--- config.mk ---
export PLATFORM = sky130hd
export DESIGN_NAME = key_step_clock
export DESIGN_NICKNAME = d
export VERILOG_FILES = /design/src/rtl/ice_board_pkg.sv /design/src/rtl/key_debouncer.sv /design/src/rtl/key_step_clock.sv
export SDC_FILE = /design/constraint.sdc
export NUM_CORES = 1
export LEC_CHECK = 0
export ABC_AREA = 1
export CAP_MARGIN = 30
export CORE_MARGIN = 2
export CORE_UTILIZATION = 50
export CTS_BUF_LIST = sky130_fd_sc_hd__clkbuf_16
export CTS_CLUSTER_DIAMETER = 120
export DETAILED_ROUTE_END_ITERATION = 6
export GPL_TIMING_DRIVEN = 0
export PLACE_DENSITY_LB_ADDON = 0.15
export SLEW_MARGIN = 25
export SYNTH_ARGS = -nofsm -noshare
export SYNTH_HDL_FRONTEND = slang
export SYNTH_SLANG_ARGS = --single-unit
--- constraint.sdc ---
create_clock -name iwClk -period 2 [get_ports iwClk]
set_clock_uncertainty 0.05 [all_clocks]
set_input_delay 0.4 -clock iwClk [delete_from_list [all_inputs] [get_ports iwClk]]
set_output_delay 0.4 -clock iwClk [all_outputs]
set_load 0.01 [all_outputs]
--- src/rtl/ice_board_pkg.sv ---
// Shared board-level definitions for the CPU clock source and its display path.
// Latency: n/a (types and constants only).
// Backpressure: n/a.
package ice_board_pkg;

  // CPU clock generator states
  typedef enum logic [1:0] {
    ST_IDLE = 2'b00,
    ST_HIGH = 2'b01,
    ST_LOW  = 2'b10
  } clk_state_e;

  // Width of the exported step counter
  localparam int STEP_W = 16;

endpackage

--- src/rtl/key_debouncer.sv ---
// Key synchroniser and debouncer: accepts a new key level after it has been stable pDebounceCycles cycles.
// Latency: raw edge reaches owStable 2+pDebounceCycles cycles later; owRise is high in the cycle before owStable rises.
// Backpressure: none; owRise is a single-cycle event that the consumer must take or lose.
// Ports: iwClk clock, iwRst async active-high reset, iwKey raw bouncing key,
//        owStable accepted key level, owRise one-cycle press event (accepted 0->1).
module key_debouncer #(
  parameter int unsigned pDebounceCycles = 32'd1000000
) (
  input  logic iwClk,
  input  logic iwRst,
  input  logic iwKey,
  output logic owStable,
  output logic owRise
);

  localparam int CW = (pDebounceCycles > 1) ? $clog2(pDebounceCycles) : 1;
  localparam logic [CW-1:0] CNT_LAST = CW'(pDebounceCycles - 1);

  logic          sync1_q, sync2_q;
  logic          stable_q, stable_d;
  logic [CW-1:0] cnt_q, cnt_d;

  always_comb begin
    stable_d = stable_q;
    cnt_d    = '0;
    // Counter only runs while the synchronised level disagrees with the accepted one.
    if (sync2_q != stable_q) begin
      if (cnt_q == CNT_LAST) begin
        stable_d = sync2_q;
      end else begin
        cnt_d = cnt_q + 1'b1;
      end
    end
  end

  always_ff @(posedge iwClk or posedge iwRst) begin
    if (iwRst) begin
      sync1_q  <= 1'b0;
      sync2_q  <= 1'b0;
      stable_q <= 1'b0;
      cnt_q    <= '0;
    end else begin
      sync1_q  <= iwKey;
      sync2_q  <= sync1_q;
      stable_q <= stable_d;
      cnt_q    <= cnt_d;
    end
  end

  assign owStable = stable_q;
  // Taken from the next-state so a consumer can register the event on the same edge the level is accepted.
  assign owRise   = stable_d & ~stable_q;

endmodule

--- src/rtl/key_step_clock.sv ---
// CPU clock source: free-running clock of pRunFactor board cycles, or one period per debounced key press.
// Latency: run rise -> owCpuClk rise 4 cycles; accepted press -> owCpuClk rise 2 cycles.
// Backpressure: one-deep pending press; further presses during a pending period are dropped.
// Ports: iwClk 100 MHz board clock, iwRst async active-high reset, iwKey raw key, iwRun 1=free-run/0=step,
//        owCpuClk generated clock, owBusy period in progress, owSteps count of owCpuClk rising edges (wraps).
// Build option: define KEY_STEP_CLOCK_REPEAT_EN for auto-repeat every pRepeatCycles while the key is held.
module key_step_clock
  import ice_board_pkg::*;
#(
  parameter int unsigned pDebounceCycles = 32'd1000000,
  parameter int unsigned pRunFactor      = 32'd4,
  parameter int unsigned pRepeatCycles   = 32'd25000000
) (
  input  logic              iwClk,
  input  logic              iwRst,
  input  logic              iwKey,
  input  logic              iwRun,
  output logic              owCpuClk,
  output logic              owBusy,
  output logic [STEP_W-1:0] owSteps
);

  localparam int unsigned HALF = pRunFactor / 2;
  localparam int PW = (HALF > 1) ? $clog2(HALF) : 1;
  localparam logic [PW-1:0] PHASE_LAST = PW'(HALF - 1);

`ifdef KEY_STEP_CLOCK_REPEAT_EN
  localparam bit REPEAT_EN = 1'b1;
`else
  localparam bit REPEAT_EN = 1'b0;
`endif
  localparam int RW = (pRepeatCycles > 1) ? $clog2(pRepeatCycles) : 1;
  localparam logic [RW-1:0] RPT_LAST = RW'(pRepeatCycles - 1);

  logic key_stable, key_rise;

  key_debouncer #(
    .pDebounceCycles(pDebounceCycles)
  ) u_key (
    .iwClk   (iwClk),
    .iwRst   (iwRst),
    .iwKey   (iwKey),
    .owStable(key_stable),
    .owRise  (key_rise)
  );

  logic run_s1_q, run_s2_q;

  always_ff @(posedge iwClk or posedge iwRst) begin
    if (iwRst) begin
      run_s1_q <= 1'b0;
      run_s2_q <= 1'b0;
    end else begin
      run_s1_q <= iwRun;
      run_s2_q <= run_s1_q;
    end
  end

  // Auto-repeat: while the accepted level stays high, fire another press every pRepeatCycles.
  // With the option off REPEAT_EN is a constant 0 and the counter folds away.
  logic [RW-1:0] rpt_cnt_q, rpt_cnt_d;
  logic          rpt_fire;

  always_comb begin
    rpt_cnt_d = '0;
    rpt_fire  = 1'b0;
    if (REPEAT_EN && key_stable) begin
      if (rpt_cnt_q == RPT_LAST) begin
        rpt_fire = 1'b1;
      end else begin
        rpt_cnt_d = rpt_cnt_q + 1'b1;
      end
    end
  end

  always_ff @(posedge iwClk or posedge iwRst) begin
    if (iwRst) rpt_cnt_q <= '0;
    else       rpt_cnt_q <= rpt_cnt_d;
  end

  logic press;
  assign press = key_rise | rpt_fire;

  clk_state_e        state_q, state_d;
  logic [PW-1:0]     phase_q, phase_d;
  logic              pending_q, pending_d;
  logic              cpu_clk_q, cpu_clk_d;
  logic              busy_q, busy_d;
  logic [STEP_W-1:0] steps_q, steps_d;
  logic              want, start;

  always_comb begin
    state_d   = state_q;
    phase_d   = phase_q;
    start     = 1'b0;
    // Mode is only consulted here, at IDLE exit and at the end of LOW, so phases are never cut short.
    want      = run_s2_q | pending_q;
    case (state_q)
      ST_IDLE: begin
        phase_d = '0;
        if (want) begin
          state_d = ST_HIGH;
          start   = 1'b1;
        end
      end
      ST_HIGH: begin
        if (phase_q == PHASE_LAST) begin
          state_d = ST_LOW;
          phase_d = '0;
        end else begin
          phase_d = phase_q + 1'b1;
        end
      end
      ST_LOW: begin
        if (phase_q == PHASE_LAST) begin
          phase_d = '0;
          if (want) begin
            state_d = ST_HIGH;
            start   = 1'b1;
          end else begin
            state_d = ST_IDLE;
          end
        end else begin
          phase_d = phase_q + 1'b1;
        end
      end
      default: begin
        state_d = ST_IDLE;
        phase_d = '0;
      end
    endcase

    // A press landing on the cycle the flag is consumed is kept for the following period.
    pending_d = pending_q;
    if (run_s2_q)   pending_d = 1'b0;
    else if (press) pending_d = 1'b1;
    else if (start) pending_d = 1'b0;

    // Outputs are registered from the current state; owSteps counts owCpuClk rising edges.
    cpu_clk_d = (state_q == ST_HIGH);
    busy_d    = (state_q != ST_IDLE);
    steps_d   = steps_q + {{(STEP_W-1){1'b0}}, cpu_clk_d & ~cpu_clk_q};
  end

  always_ff @(posedge iwClk or posedge iwRst) begin
    if (iwRst) begin
      state_q   <= ST_IDLE;
      phase_q   <= '0;
      pending_q <= 1'b0;
      cpu_clk_q <= 1'b0;
      busy_q    <= 1'b0;
      steps_q   <= '0;
    end else begin
      state_q   <= state_d;
      phase_q   <= phase_d;
      pending_q <= pending_d;
      cpu_clk_q <= cpu_clk_d;
      busy_q    <= busy_d;
      steps_q   <= steps_d;
    end
  end

  assign owCpuClk = cpu_clk_q;
  assign owBusy   = busy_q;
  assign owSteps  = steps_q;

endmodule

# Word-level counts from Yosys, hierarchy flattened
# Index checks and enable logic that the tools add are counted.
[word_totals]
input_bits = 4
ff_bits = 47
word_cells = 49
[classes]
eq_ne = 7
reduce_logical = 5
bitwise_logic = 5
n_addsub = 3
mux = 17
[ops]
columns = ["operator", "count"]
rows = [
  ["20-bit 2-to-1 mux", 2],
  ["20-bit by 1-bit adder with 20-bit output, second input constant", 1],
  ["20-bit == test, second input constant", 1],
  ["16-bit by 1-bit adder with 16-bit output", 1],
  ["1-bit 2-to-1 mux", 10],
  ["2-bit 2-to-1 mux", 3],
  ["2-bit inequality test, second input constant", 3],
  ["2-bit one-hot mux with 3 select lines", 1],
  ["3-bit AND reduction", 1],
  ["3-bit nonzero test", 1],
  ["1-bit bitwise AND", 2],
  ["2-bit by 1-bit == test with 1-bit output, second input constant", 1],
  ["2-bit == test, second input constant", 1],
  ["2-bit logical NOT", 1],
  ["1-bit NOT", 2],
  ["1-bit one-hot mux with 2 select lines", 1],
  ["2-bit nonzero test", 1],
  ["2-bit OR reduction", 1],
  ["1-bit adder, second input constant", 1],
  ["1-bit inequality test", 1],
  ["1-bit OR", 1],
]

# Logic depth before layout (Yosys ltp)
[depth]
depth_word = 7
mapped_depth = 11
ltp_nobuf = 11

# Hierarchy
# From an unflattened synthesis, not the netlist that was laid out.
[unflattened]
hier_cells = 290
hier_area_um2 = 2454.9
[by_module_without_submodules]
columns = ["mod", "area_each_um2", "cells_per_inst", "seq_area_each_um2", "n_inst"]
rows = [
  ["key_debouncer", 1273.7, 163, 575.6, 1],
  ["key_step_clock", 1181.1, 127, 600.6, 1],
]

# Least setup slack after synthesis
# OpenSTA, ideal clock, no wires.
[synth_path]
path_kind = "register -> register"
startpoint = "register state_q[1]"
endpoint = "register steps_q[10] (netlist: owSteps[10])"
arrival_ps = 1709
setup_slack_ps = 118
required_ps = 1827
setup_time_ps = 123
path_stages_with_launch = 12
cell_sequence = "dfrtp_1 > inv_1 > ha_1 > inv_1 > nor2_1 > ha_1 > ha_1 > nand2_1 > nor2_1 > and2_1 > nand3_1 > xor2_1"
[synth_via]
elab_chain_len = 3
[synth_rtl]
columns = ["item", "line", "source"]
rows = [
  ["from (decl)", "key_step_clock.sv:84", "clk_state_e state_q, state_d;"],
  ["from (signal assigned)", "key_step_clock.sv:154", "state_q <= state_d;"],
  ["2-bit by 1-bit == test with 1-bit output", "key_step_clock.sv:140", "cpu_clk_d = (state_q == ST_HIGH);"],
  ["net cpu_clk_d", "key_step_clock.sv:87", "logic cpu_clk_q, cpu_clk_d;"],
  ["1-bit bitwise AND", "key_step_clock.sv:142", "steps_d = steps_q + {{(STEP_W-1){1'b0}}, cpu_clk_d & ~cpu_clk_q};"],
  ["16-bit by 1-bit adder with 16-bit output", "key_step_clock.sv:142", ""],
  ["net steps_d[10]", "key_step_clock.sv:89", "logic [STEP_W-1:0] steps_q, steps_d;"],
  ["to (signal assigned)", "key_step_clock.sv:159", "steps_q <= steps_d;"],
  ["to (decl)", "key_step_clock.sv:89", ""],
]
# The timed path passes the listed nets, and every way through them passes these cells.
# A chain may end at the register's enable or synchronous reset.

# Worst setup path in the final report
[layout_path]
startpoint = "register state_q[1]"
endpoint = "register steps_q[13] (netlist: owSteps[13])"
# Same word-level chain as after synthesis.

==> reports/results.txt <==
Status = completed
Syn Inst Count = 262
Syn Area/Cell = 9.02 sq um
Slew headroom = 69.0%
Slew @ Worst Pin = 0.463 ns
Buffer and inverter count on the worst path = 2
TritonCTS buffer count = 5
CP most frequent cell = nor2_2
Via count of the first global-routing pass = 1,579
Critical path's top delay family = simple AND/OR/NAND/NOR gates
Worst-path clk slew = 0.07 ns
Vias per std cell = 4.81
Final worst-path cycle share = 92.3%
Final Instance Area = 2890 sq um
Critical Path RT = 2.12 ns
Count leader, synth = nor2_1
Asr flop ratio synth = 100%
Number of port buffers = 21
RD Place Congestion = 0.859
Fraction of layout cells with a size suffix above 1 = 16.6%
Bufs on Longest Clock Path = 2
Iteration-0 DRC Markers = 67
Largest net degree at the start of global routing = 30
Hold path depth = 0
Synth Warn # = 0
Post-synthesis register bit count = 47
Synth unique cells = 29
Worst hold-check path type = reg2reg
Register area share after synthesis = 49.8%
Post-synth top area share = 49.8%
Htree depth = 2
EDFF count, synth = 0
Antenna Cells = 0
Die Span Y = 72.7 um
Synth Cell Area = 2360 sq um
CP Capture Type = flop
DP Wirelength = 3.02 mm
R2R setup slack = 0.15 ns
Hold buffers post-CTS = 0
Pre-CTS setup slack = -0.119 ns
Top cells by count, synth = nor2_1, nand2_1, dfrtp_1
Crit path max fanout = 4
Layout area overhead = 22.2%
Slew Viols, Final = 0
Worst-Skew Late Latency = 0.29 ns
Post-route DRC violation count = 0
Leakage power = 1.29 nW
VDD IR-drop max = 579 uV
Hold Path Sink = u_key.sync2_q
Total Wirelength = 4.11 mm
Min-delay src = u_key.sync1_q
Worst EP arrival = 1.97 ns
First-pass GRT wire length = 7.08 mm
R2r worst-path depth = 11
Ys flop type = dfrtp_1
Die area = 5290 sq um
Core Box Area = 4630 sq um
Routed WL per cell = 11.7 um
Tot Pwr = 0.00252 W
Remaining antenna violation count = 0
Global route overflow = 0
CTS root buf = clkbuf_16
Via count = 1,683
Slowest stage delay, CP = 0.39 ns
Placed Area = 2660 sq um
Max-Cap Viols = 0
Area contributors post-synth = dfrtp_1, nor2_1, nand2_1, xor2_1, ha_1
Final net count = 307
Mapped Nets = 274
Fin crit period = 1.85 ns
Initial core utilization = 51.0%
Worst Hold Slack = 0.298 ns
Reg-to-Reg Start = state_q[1]
Die width = 72.7 um
Final worst slack = 0.155 ns
1st-pass router iterations = 4
Crit Path Class = reg2reg
Flip-flop and latch area = 1180 sq um
Power density cells = 874 nW/um^2
# setup viols final = 0
Largest area contributor in the netlist = dfrtp_1
CP max-delay cell = dfrtp_1
Filler cell count = 392
Critical Path Source Type = flop
Critical R2R Capture = owSteps[13]
Critical-path cell list = inv_2 > ha_4 > inv_1 > nor2_1 > ha_2 > nand3_2 > nor2_2 > nand2_2 > nor2_2 > nand2_1 > xnor2_1
Multi-input gate area in the final layout = 1130 sq um
Clock Sinks = 47
IO Pins = 22
Fmax = 542 MHz
GR Util All Layers = 17.2%
Standard-cell rows = 25
TritonCTS clock tree = done
Fin. Hold Viols = 0
Initial antenna violation count = 0
-- cells by family after synthesis --
logic type / after synthesis / share of synthesized area (%)
xor+xnor: 25 / 9.59
simple gates: 146 / 29.8
flops: 47 / 49.8
buf+inv: 28 / 4.55
fa+ha+maj: 8 / 4.24
compound gates: 8 / 2.01
-- sequential cells by signal (all words and copies together) (netlist names) --
register / count
owBusy: 1
run_s1_q: 1
u_key.sync2_q: 1
u_key.cnt_q: 20
u_key.owStable: 1
state_q: 2
pending_q: 1
phase_q: 1
owSteps: 16
u_key.sync1_q: 1
run_s2_q: 1
owCpuClk: 1
-- cell usage in the layout, fill, tap and decap left out, types with 5 or more instances in the layout --
cell type and count:
xnor2_1 5, ha_1 5, clkdlybuf4s50_1 21, nand3_1 11, nand2_1 48, inv_1 24
dfrtp_1 46, xor2_1 19, clkbuf_16 5, nor2_2 8, nor2_1 52
-- power by group --
| part | internal, W | total (W) | leakage, nW | switching [W] |
|---|---|---|---|---|
| Clock | 0.000467 | 0.000822 | 0.0742 | 0.000354 |
| Combinational | 0.000271 | 0.000539 | 0.589 | 0.000268 |
| Sequential | 0.00106 | 0.00116 | 0.627 | 0.0000996 |
| Total | 0.00180 | 0.00252 | 1.29 | 0.000722 |
-- worst max path at each step --
| stage | depth (start not counted) | slack, ns | to | start |
|---|---|---|---|---|
| 6_report | 11 | 0.15 | owSteps[13] | state_q[1] |
| 2_1_floorplan | 11 | 0.12 | owSteps[10] | state_q[1] |
| 3_5_place_dp | 11 | -0.12 | owSteps[10] | state_q[1] |
| 4_1_cts | 11 | 0.01 | owSteps[10] | state_q[1] |
| 3_3_place_gp | 2 | -0.52 | u_key.cnt_q[18] | iwRst |
| 5_1_grt | 11 | -0.03 | owSteps[13] | state_q[1] |
-- layer usage --
layer / share of wire (%) / global-route usage [%] / up-vias / routed length (um)
li1: - / - / 875 / -
met1: 48 / 23.6 / 788 / 1970
met2: 49 / 27.0 / 16 / 2000
met3: 2.5 / 4.14 / 4 / 104
met4: 1.1 / 5.56 / 0 / 44
met5: 0 / 0 / - / 0
-- through the flow --
stage | utilization (%) | setup TNS, ns | instances
2_1_floorplan | - | 0 | 262
3_3_place_gp | 57.0 | -24.57 | 337
3_5_place_dp | 57.5 | -0.196 | 338
4_1_cts | 60.9 | 0 | 346
5_1_grt | 62.4 | -0.0260 | 350
6_report | 62.4 | 0 | 350
-- what timing repair did --
item                       4_1_cts  5_1_grt
setup endpoints to repair        4        9
setup buffers                    0        4
pin swaps                        1        4
gates resized for setup          5        8
-- final cells by class --
cell class | count | area share [%]
clock inverter | 3 | 0.780
timing repair buffer | 26 | 9.02
sequential | 47 | 40.8
multi-input combinational | 187 | 39.0
clock buffer | 5 | 4.33
inverter | 28 | 3.73
tap | 54 | 2.34
Note: power is estimated with default switching activity, not from simulation.
